## src/rtl/keypad_entry_if.sv

```systemverilog
// Keypad entry bus: scanner inputs plus the decoded entry/event outputs.
// Ports: keydown/key from the scanner; entry_bcd/entry_count, key/commit/func/reject
//        pulses and their held codes/values toward the countdown core.
interface keypad_entry_if;
  logic        keydown;
  logic [3:0]  key;
  logic [15:0] entry_bcd;
  logic [2:0]  entry_count;
  logic        key_pulse;
  logic [3:0]  key_code;
  logic        commit_pulse;
  logic [15:0] commit_bcd;
  logic        func_pulse;
  logic [1:0]  func_code;
  logic        reject_pulse;

  // Scanner / consumer side.
  modport master (
    output keydown, key,
    input  entry_bcd, entry_count, key_pulse, key_code, commit_pulse,
           commit_bcd, func_pulse, func_code, reject_pulse
  );

  // keypad_entry side.
  modport slave (
    input  keydown, key,
    output entry_bcd, entry_count, key_pulse, key_code, commit_pulse,
           commit_bcd, func_pulse, func_code, reject_pulse
  );
endinterface

```

## src/rtl/keypad_entry.sv

```systemverilog
// Purpose: debounce scanner keydown/key into single key events and build a 4-digit BCD MM:SS entry.
// Latency: events register DEBOUNCE_CYCLES+2 clk edges after keydown is first sampled high.
// Backpressure: none; every accepted press produces one action, and the outputs are pulses or held values.
// Ports: clk, rst (sync, active-high); kp.keydown/kp.key in; entry, pulse and code outputs on kp.
module keypad_entry #(
  parameter int DEBOUNCE_CYCLES = 16
) (
  input  logic           clk,
  input  logic           rst,
  keypad_entry_if.slave  kp
);

  localparam logic [7:0] CNT_LAST = 8'(DEBOUNCE_CYCLES - 1);

  typedef enum logic [1:0] {IDLE, HELD, RELEASE} state_t;

  // Two-flop synchronizer; key rides along the same stages so key_s stays aligned with keydown_s.
  logic [1:0] kd_sync;
  logic [3:0] key_sync1, key_sync2;
  logic       keydown_s;
  logic [3:0] key_s;

  always_ff @(posedge clk) begin
    if (rst) begin
      kd_sync   <= 2'b00;
      key_sync1 <= 4'h0;
      key_sync2 <= 4'h0;
    end else begin
      kd_sync   <= {kd_sync[0], kp.keydown};
      key_sync1 <= kp.key;
      key_sync2 <= key_sync1;
    end
  end

  assign keydown_s = kd_sync[1];
  assign key_s     = key_sync2;

  // Debounce FSM.
  state_t     state_q, state_d;
  logic [7:0] cnt_q, cnt_d;
  logic       accept;

  always_ff @(posedge clk) begin
    if (rst) begin
      state_q <= IDLE;
      cnt_q   <= 8'd0;
    end else begin
      state_q <= state_d;
      cnt_q   <= cnt_d;
    end
  end

  always_comb begin
    state_d = state_q;
    cnt_d   = cnt_q;
    accept  = 1'b0;
    case (state_q)
      IDLE: begin
        if (!keydown_s) begin
          cnt_d = 8'd0;
        end else if (cnt_q == CNT_LAST) begin
          state_d = HELD;
          cnt_d   = 8'd0;
          accept  = 1'b1;
        end else begin
          cnt_d = cnt_q + 8'd1;
        end
      end
      HELD: begin
        if (keydown_s) begin
          cnt_d = 8'd0;
        end else if (cnt_q == CNT_LAST) begin
          state_d = RELEASE;
          cnt_d   = 8'd0;
        end else begin
          cnt_d = cnt_q + 8'd1;
        end
      end
      RELEASE: begin
        state_d = IDLE;
        cnt_d   = 8'd0;
      end
      default: begin
        state_d = IDLE;
        cnt_d   = 8'd0;
      end
    endcase
  end

  // Accepted press is staged one cycle; the action stage then applies it to the entry buffer.
  logic       press_q;
  logic [3:0] press_code_q;

  always_ff @(posedge clk) begin
    if (rst) begin
      press_q      <= 1'b0;
      press_code_q <= 4'h0;
    end else begin
      press_q <= accept;
      if (accept) press_code_q <= key_s;
    end
  end

  // Digit value from row/col: rows 0..2 with cols 0..2 are 1..9, code 13 is 0.
  logic [1:0] row, col;
  logic [3:0] digit_val;

  always_comb begin
    row       = press_code_q[3:2];
    col       = press_code_q[1:0];
    digit_val = ({2'b00, row} * 4'd3) + {2'b00, col} + 4'd1;
    if (press_code_q == 4'd13) digit_val = 4'd0;
  end

  logic [15:0] entry_bcd_q, commit_bcd_q;
  logic [2:0]  entry_count_q;
  logic [3:0]  key_code_q;
  logic [1:0]  func_code_q;
  logic        key_pulse_q, commit_pulse_q, func_pulse_q, reject_pulse_q;

  always_ff @(posedge clk) begin
    if (rst) begin
      entry_bcd_q    <= 16'h0000;
      entry_count_q  <= 3'd0;
      commit_bcd_q   <= 16'h0000;
      key_code_q     <= 4'h0;
      func_code_q    <= 2'd0;
      key_pulse_q    <= 1'b0;
      commit_pulse_q <= 1'b0;
      func_pulse_q   <= 1'b0;
      reject_pulse_q <= 1'b0;
    end else begin
      key_pulse_q    <= press_q;
      commit_pulse_q <= 1'b0;
      func_pulse_q   <= 1'b0;
      reject_pulse_q <= 1'b0;
      if (press_q) begin
        key_code_q <= press_code_q;
        case (press_code_q)
          4'd3: begin // A: clear
            entry_bcd_q   <= 16'h0000;
            entry_count_q <= 3'd0;
          end
          4'd7, 4'd11, 4'd15: begin // B/C/D map to 0/1/2 via the row index
            func_pulse_q <= 1'b1;
            func_code_q  <= press_code_q[3:2] - 2'd1;
          end
          4'd12: begin // '*': drop the most recently entered digit
            if (entry_count_q != 3'd0) begin
              entry_bcd_q   <= {4'h0, entry_bcd_q[15:4]};
              entry_count_q <= entry_count_q - 3'd1;
            end
          end
          4'd14: begin // '#': commit unless empty or tens-of-seconds digit is not a valid 0..5
            if (entry_count_q == 3'd0 || entry_bcd_q[7:4] > 4'd5) begin
              reject_pulse_q <= 1'b1;
            end else begin
              commit_pulse_q <= 1'b1;
              commit_bcd_q   <= entry_bcd_q;
              entry_bcd_q    <= 16'h0000;
              entry_count_q  <= 3'd0;
            end
          end
          default: begin // digit keys
            if (entry_count_q == 3'd4) begin
              reject_pulse_q <= 1'b1;
            end else begin
              entry_bcd_q   <= {entry_bcd_q[11:0], digit_val};
              entry_count_q <= entry_count_q + 3'd1;
            end
          end
        endcase
      end
    end
  end

  assign kp.entry_bcd    = entry_bcd_q;
  assign kp.entry_count  = entry_count_q;
  assign kp.key_pulse    = key_pulse_q;
  assign kp.key_code     = key_code_q;
  assign kp.commit_pulse = commit_pulse_q;
  assign kp.commit_bcd   = commit_bcd_q;
  assign kp.func_pulse   = func_pulse_q;
  assign kp.func_code    = func_code_q;
  assign kp.reject_pulse = reject_pulse_q;

endmodule

```

## src/flat_wrapper.sv

```systemverilog
// flat-port wrapper written by rule: the top's interface ports become plain ports
module keypad_entry_flat 
#(
  parameter int DEBOUNCE_CYCLES = 16
)
  (clk, rst, kp_keydown, kp_key, kp_entry_bcd, kp_entry_count, kp_key_pulse, kp_key_code, kp_commit_pulse, kp_commit_bcd, kp_func_pulse, kp_func_code, kp_reject_pulse);
  keypad_entry_if kp_i ();
  input  logic clk;
  input  logic rst;
  input wire logic [$bits(kp_i.keydown)-1:0] kp_keydown;
  input wire logic [$bits(kp_i.key)-1:0] kp_key;
  output wire logic [$bits(kp_i.entry_bcd)-1:0] kp_entry_bcd;
  output wire logic [$bits(kp_i.entry_count)-1:0] kp_entry_count;
  output wire logic [$bits(kp_i.key_pulse)-1:0] kp_key_pulse;
  output wire logic [$bits(kp_i.key_code)-1:0] kp_key_code;
  output wire logic [$bits(kp_i.commit_pulse)-1:0] kp_commit_pulse;
  output wire logic [$bits(kp_i.commit_bcd)-1:0] kp_commit_bcd;
  output wire logic [$bits(kp_i.func_pulse)-1:0] kp_func_pulse;
  output wire logic [$bits(kp_i.func_code)-1:0] kp_func_code;
  output wire logic [$bits(kp_i.reject_pulse)-1:0] kp_reject_pulse;
  assign kp_i.keydown = kp_keydown;
  assign kp_i.key = kp_key;
  assign kp_entry_bcd = kp_i.entry_bcd;
  assign kp_entry_count = kp_i.entry_count;
  assign kp_key_pulse = kp_i.key_pulse;
  assign kp_key_code = kp_i.key_code;
  assign kp_commit_pulse = kp_i.commit_pulse;
  assign kp_commit_bcd = kp_i.commit_bcd;
  assign kp_func_pulse = kp_i.func_pulse;
  assign kp_func_code = kp_i.func_code;
  assign kp_reject_pulse = kp_i.reject_pulse;
  keypad_entry #(.DEBOUNCE_CYCLES(DEBOUNCE_CYCLES)) u_core (.clk(clk), .rst(rst), .kp(kp_i));
endmodule
```

## config.mk

```make
export PLATFORM = sky130hd
export DESIGN_NAME = keypad_entry_flat
export DESIGN_NICKNAME = d
export VERILOG_FILES = /design/src/rtl/keypad_entry_if.sv /design/src/rtl/keypad_entry.sv /design/src/flat_wrapper.sv
export SDC_FILE = /design/constraint.sdc
export NUM_CORES = 1
export LEC_CHECK = 0
export ABC_CLOCK_PERIOD_IN_PS = 2650
export BUFFER_PORTS_ARGS = -buffer_cell sky130_fd_sc_hd__buf_2
export CAP_MARGIN = 0
export CORE_MARGIN = 8
export CORE_UTILIZATION = 45
export CTS_BUF_LIST = sky130_fd_sc_hd__clkbuf_16
export DETAILED_ROUTE_END_ITERATION = 6
export GPL_ROUTABILITY_DRIVEN = 0
export HOLD_SLACK_MARGIN = 0.02
export PLACE_DENSITY_LB_ADDON = 0.05
export SYNTH_ARGS = -nofsm -noshare
export SYNTH_HDL_FRONTEND = slang
export SYNTH_SLANG_ARGS = --single-unit
```

## constraint.sdc

```tcl
create_clock -name clk -period 2.65 [get_ports clk]
set_clock_uncertainty 0.1 [all_clocks]
set_input_delay 0.265 -clock clk [delete_from_list [all_inputs] [get_ports clk]]
set_output_delay 0.265 -clock clk [all_outputs]
set_load 0.01 [all_outputs]
```

## After elaboration in Yosys (flattened, before gate mapping)

Index checks and enable logic that the tools add are counted.

| word-level totals | value |
|---|---|
| memories | 0 |
| output and inout bits | 45 |
| ROM bits | 0 |
| flip-flop bits (word level) | 70 |
| logic and storage cells | 83 |
| RAM bits | 0 |
| bits in latches | 0 |
| input port bits | 7 |

| cells by class | value |
|---|---|
| divide/modulo/power cells | 0 |
| multiply operators | 1 |
| mux-type cells | 26 |
| equality and inequality tests | 17 |
| add/subtract/negate cells | 6 |
| shift operators | 0 |
| order comparisons | 1 |
| bitwise operators | 4 |
| reductions and logical operators | 12 |

Operator list:

| operator | count |
|---|---|
| 16-bit one-hot mux with 4 select lines | 1 |
| 16-bit two-way mux | 3 |
| 8-bit two-way mux | 3 |
| 4-bit == test, second input constant | 5 |
| 8-bit one-hot mux with 2 select lines | 1 |
| 3-bit one-hot mux with 4 select lines | 1 |
| 3-bit two-way mux | 3 |
| 8-bit by 1-bit adder with 8-bit output, second input constant | 1 |
| 8-bit by 4-bit == test with 1-bit output, second input constant | 1 |
| 2-bit two-way mux | 4 |
| 2-bit by 1-bit inequality test with 1-bit output, second input constant | 4 |
| 1-bit two-way mux | 7 |
| 3-bit OR reduction | 2 |
| 5-bit AND reduction | 1 |
| 5-bit OR reduction | 1 |
| 4-bit by 1-bit adder with 4-bit output, second input constant | 1 |
| 4-bit by 2-bit adder with 4-bit output | 1 |
| 4-bit by 2-bit == test with 1-bit output, second input constant | 1 |
| 4-bit by 3-bit == test with 1-bit output, second input constant | 1 |
| 4-bit by 3-bit greater-than comparator with 1-bit output, second input constant | 1 |
| 2-bit by 2-bit multiplier with 4-bit output, second input constant | 1 |
| 4-bit two-way mux | 1 |
| 2-bit inequality test, second input constant | 2 |
| 4-bit inequality test, second input constant | 1 |
| 16 further kinds | 19 |

## Depth between registers and ports, before layout

| depth | value |
|---|---|
| depth in word-level cells | 6 |
| mapped depth | 9 |
| depth with buffers taken out | 8 |

## Least setup slack after synthesis

OpenSTA, ideal clock, no wires.

| timing | value |
|---|---|
| path kind | flip-flop to flip-flop |
| start | reg u_core.press_code_q[2] |
| end | reg u_core.entry_count_q[2], in the netlist u_core.kp.entry_count[2] |
| required time | 2.433 ns |
| path buffers | 2 |
| setup slack | 0.397 ns |
| cell stages (with the launch flop) | 10 |
| library setup time | 0.117 ns |
| period minus slack after synthesis | 2.253 ns |
| arrival time | 2.036 ns |
| cell sequence | dfxtp_1 -> ha_1 -> buf_2 -> nor2b_1 -> and2_1 -> buf_2 -> fa_1 -> mux2i_1 -> a21oi_1 -> o2bb2ai_1 |

| between the ends | value |
|---|---|
| cells in the longest elaborated chain, start to end | 4 |
| elaborated cells between the ends (all ways) | 13 |
| classes of those cells | eq/ne (9); mux (1); bitwise (1); reduce/logical (2) |

RTL lines:

| element | RTL line | source |
|---|---|---|
| from (decl) | keypad_entry.sv:92 | `logic [3:0] press_code_q;` |
| from (signal assigned) | keypad_entry.sv:100 | `if (accept) press_code_q <= key_s;` |
| 4-bit by 3-bit == test with 1-bit output / 4-bit == test (equally long branches) | keypad_entry.sv:139 | `case (press_code_q)` |
| 3-bit OR reduction | n/a |  |
| 1-bit NOT (no line) | n/a |  |
| 5-bit AND reduction (no line) | n/a |  |
| to (signal assigned) | keypad_entry.sv:151 | `entry_count_q <= entry_count_q - 3'd1;` |
| to (signal assigned) | keypad_entry.sv:169 | `entry_count_q <= entry_count_q + 3'd1;` |
| to (decl) | keypad_entry.sv:116 | `logic [2:0] entry_count_q;` |

Several ways; a longest one is shown, not always the timed one.
A chain may end at the register's enable or synchronous reset.

## Worst setup path in the final report

| timing | value |
|---|---|
| start | reg u_core.press_code_q[2] |
| end | reg u_core.entry_bcd_q[4], in the netlist u_core.kp.entry_bcd[4] |

| between the ends | value |
|---|---|
| cells in the longest elaborated chain, start to end | 4 |
| elaborated cells between the ends (all ways) | 13 |
| classes of those cells | eq/ne (9); mux (1); bitwise (1); reduce/logical (2) |

RTL lines:

| element | RTL line | source |
|---|---|---|
| 4-bit by 3-bit == test with 1-bit output / 4-bit == test (equally long branches) | keypad_entry.sv:139 |  |
| 3-bit OR reduction | n/a |  |
| 1-bit NOT (no line) | n/a |  |
| 5-bit AND reduction (no line) | n/a |  |
| to (signal assigned) | keypad_entry.sv:150 | `entry_bcd_q <= {4'h0, entry_bcd_q[15:4]};` |
| to (signal assigned) | keypad_entry.sv:168 | `entry_bcd_q <= {entry_bcd_q[11:0], digit_val};` |
| to (decl) | keypad_entry.sv:115 | `logic [15:0] entry_bcd_q, commit_bcd_q;` |

Several ways; a longest one is shown, not always the timed one.

==> flow_summary.ini <==
[global_route]
gr-usage-all-layers_pct = 12.99
overflow = 0
grt_pass1_wl_um = 10190
antenna_found_initial = 0
first_global_vias = 2140
grt_max_degree = 33

[pwr]
leakagePower_nw = 1.521
power.total_mw = 2.314
vdd_drop_max_v = 0.0004894
internal_power_mw = 1.880
pwr-share-comb_pct = 1.2
power.switching_uw = 434.1
p_per_area_mw_per_mm2 = 650.5
clkPwrFrac_pct = 52.8
p_seq_share_pct = 45.9
netSwitchingFraction_pct = 18.76

[synthesis]
synth_cell_types = 43
syn_inst = 306
syn_area_sq_mm = 0.002954
synthArstFlopShare_pct = 0
yosysSeqAreaShare_pct = 47.44
avgSynthCellArea_sq_um = 9.654
synth_edf_count = 0
ys.flop_type = dfxtp_1
yosys_warnings = 0
ys_seq_elements = 70
synthesis.nets = 324

[detailed_routing]
firstDrtPassIters = 4
routed_wl_um = 6093
drt_iter0_markers = 70
wire_per_inst_um = 13.88
routed-via-count = 2202
drc_errors = 0
routed_via_density = 5.016
ant_nets = 0

[cts]
cts.reportedPaths.clkPinSlew_ns = 0.05
htree_levels = 3
clock_latency_ns = 0.32
post_cts_buffers = 0
cts_buffers = 9
clk_path_buf_depth = 2
hold_buffers = 0
cts_sinks = 70
cts_resized = 0
ctsRootBufferMaster = clkbuf_16
cts_tree = done

[setup_path]
setup.worst_path.start = u_core.press_code_q[2]$_SDFFE_PP0P_
worstSetupStartpointType = flop
cp_data_required_time_ns = 2.79
cpPeakStageDelay_ns = 0.49
critPathMaxFanout = 31
crit_chain = inv_1 > ha_1 > or3_1 > a31oi_1 > o311a_1 > buf_12 > nor2_1 > a211oi_1
crit_slowest_cell = dfxtp_1
critPathKind = reg -> reg
timing.rr.start = u_core.press_code_q[2]$_SDFFE_PP0P_
worst_ep_arrival_time_ns = 2.48
end_kind = flop
r2r_setup_slack_ns = 0.30

[placed_design]
dpl.hpwl_um = 4326
dp_cells = 423
portBuffers = 51

[sta]
slew_headroom_pct = 63.67
period_share_pct = 88.53
finalSetupTns_ns = 0
maxSlewViolCount = 0
rsz0062_at_grt = no
setup_viol = 0
max_freq_mhz = 426.2
min_period_ns = 2.346
finalHoldViolCount = 0
tightest_slew_ns = 0.5450

[outcome]
outcome = finished, final reports clean

[hold_path]
hp-start = kp_keydown
hp-class = in -> reg

[cells_and_area]
layout_common_cells = dfxtp_1 (70), nor2_1 (57), buf_2 (51), mux2i_1 (24), a21oi_1 (15)
finalNetCount = 375
layout_commonest_cell = dfxtp_1
stdcell_count = 439
multi_input_area_sq_mm = 0.001395
syn2layout_area_growth_pct = 20.42
regArea_sq_mm = 0.001401
diodes = 0
post-route-util_pct = 56.02
drive_above_1_share_pct = 21.82
fillers = 589

[run]
max_cap_violations = 0

[die]
dieWidth_um = 97.02
ios = 52
core-area_sq_mm = 0.006350
initial_utilization_pct = 46.52
row_count = 29
die_area_sq_mm = 0.009413
dieHeight_um = 97.02
power by group through the flow:
stage | registers [mW] | logic (mW) | clock network (mW)
final | 1.06 | 0.0285 | 1.22
after global routing | 1.06 | 0.0322 | 1.30
after CTS | 1.06 | 0.0291 | 1.25
after detailed placement | 1.09 | 0.0292 | 0
after global placement | 1.09 | 0.0289 | 0
after floorplan | 1.08 | 0.0207 | 0
final timing paths:
path	endpoint	cells after the start
worst max-delay path	u_core.kp.entry_bcd[4]$_SDFFE_PP0P_	8
worst min-delay path	u_core.kd_sync[0]$_SDFF_PP0_	2
worst max register to register	u_core.kp.entry_bcd[4]$_SDFFE_PP0P_	8
worst min register to register	u_core.key_s[2]$_SDFF_PP0_	1
final cells by class:
| class | count | area share, % |
|---|---|---|
| Tap cell | 77 | 2.708 |
| Clock buffer | 9 | 6.331 |
| Multi-Input combinational cell | 210 | 39.22 |
| Timing Repair Buffer | 60 | 9.427 |
| Inverter | 6 | 0.6331 |
| Clock inverter | 7 | 2.286 |
| Sequential cell | 70 | 39.39 |
state kept, by name, summed over array words and instances (netlist names):
register and cells:
u_core.kp.reject_pulse 1, u_core.kp.entry_bcd 16, u_core.press_q 1, u_core.key_sync1 4, u_core.press_code_q 4, u_core.kp.key_code 4
u_core.kp.commit_pulse 1, u_core.kp.commit_bcd 16, u_core.kp.func_code 2, u_core.key_s 4, u_core.cnt_q 8, u_core.state_q 2
u_core.kp.entry_count 3, u_core.kp.func_pulse 1, u_core.kp.key_pulse 1, u_core.kd_sync 2
critical path: cells and delay by family (launching register included):
family	cells	cell delay (ns)
AOI/OAI and AO/OA	3	0.77
adders and majority gates	1	0.20
buffers and inverters	2	0.33
DFF	1	0.49
and+or+nand+nor	2	0.38
Yosys cell counts (2+ instances only):
cell / count / area [sq um]
clkbuf_1: 8 / 30.03
a21oi_1: 15 / 75.07
xor2_1: 4 / 35.03
nand2b_1: 10 / 62.56
buf_2: 3 / 15.01
nor2_1: 57 / 214.0
buf_6: 7 / 78.83
o21ai_0: 2 / 10.01
nor3_1: 4 / 20.02
a211oi_1: 10 / 75.07
or3_1: 2 / 12.51
nor4_1: 2 / 12.51
o22ai_1: 3 / 18.77
nor2b_1: 14 / 87.58
a22oi_1: 8 / 60.06
xnor2_1: 5 / 43.79
and2_1: 2 / 12.51
nand3_1: 9 / 45.04
a31oi_1: 2 / 12.51
dfxtp_1: 70 / 1401
mux2i_1: 24 / 240.2
inv_1: 6 / 22.52
ha_1: 8 / 100.1
fa_1: 3 / 60.06
nand2_1: 10 / 37.54
layer usage:
layer / routed length (um) / GRT usage, % / share of wire, %
met1: 3186 / 16.75 / 52
met5: 0 / 0 / 0
met3: 284 / 5.050 / 4.7
met2: 2560 / 19.11 / 42
met4: 61 / 4.615 / 1.0
cells by family after synthesis:
kind of cell	share of synthesized area (%)
simple gates	20.29
flops	47.44
compound gates	10.72
buf+inv	5.337
mux	8.132
fa+ha+maj	5.422
xor+xnor	2.668
stage by stage:
stage	cell area [sq um]	setup WS [ns]	hold slack, ns
final	3557	0.3039	0.04724
after global routing	3557	0.02570	0.04366
after CTS	3557	0.2985	0.03958
after detailed placement	3251	0.3186	0.3245
after global placement	3251	0.3542	0.3213
after floorplan	2954	0.3969	0.2932
No activity file was read; power rests on OpenSTA's default activity.
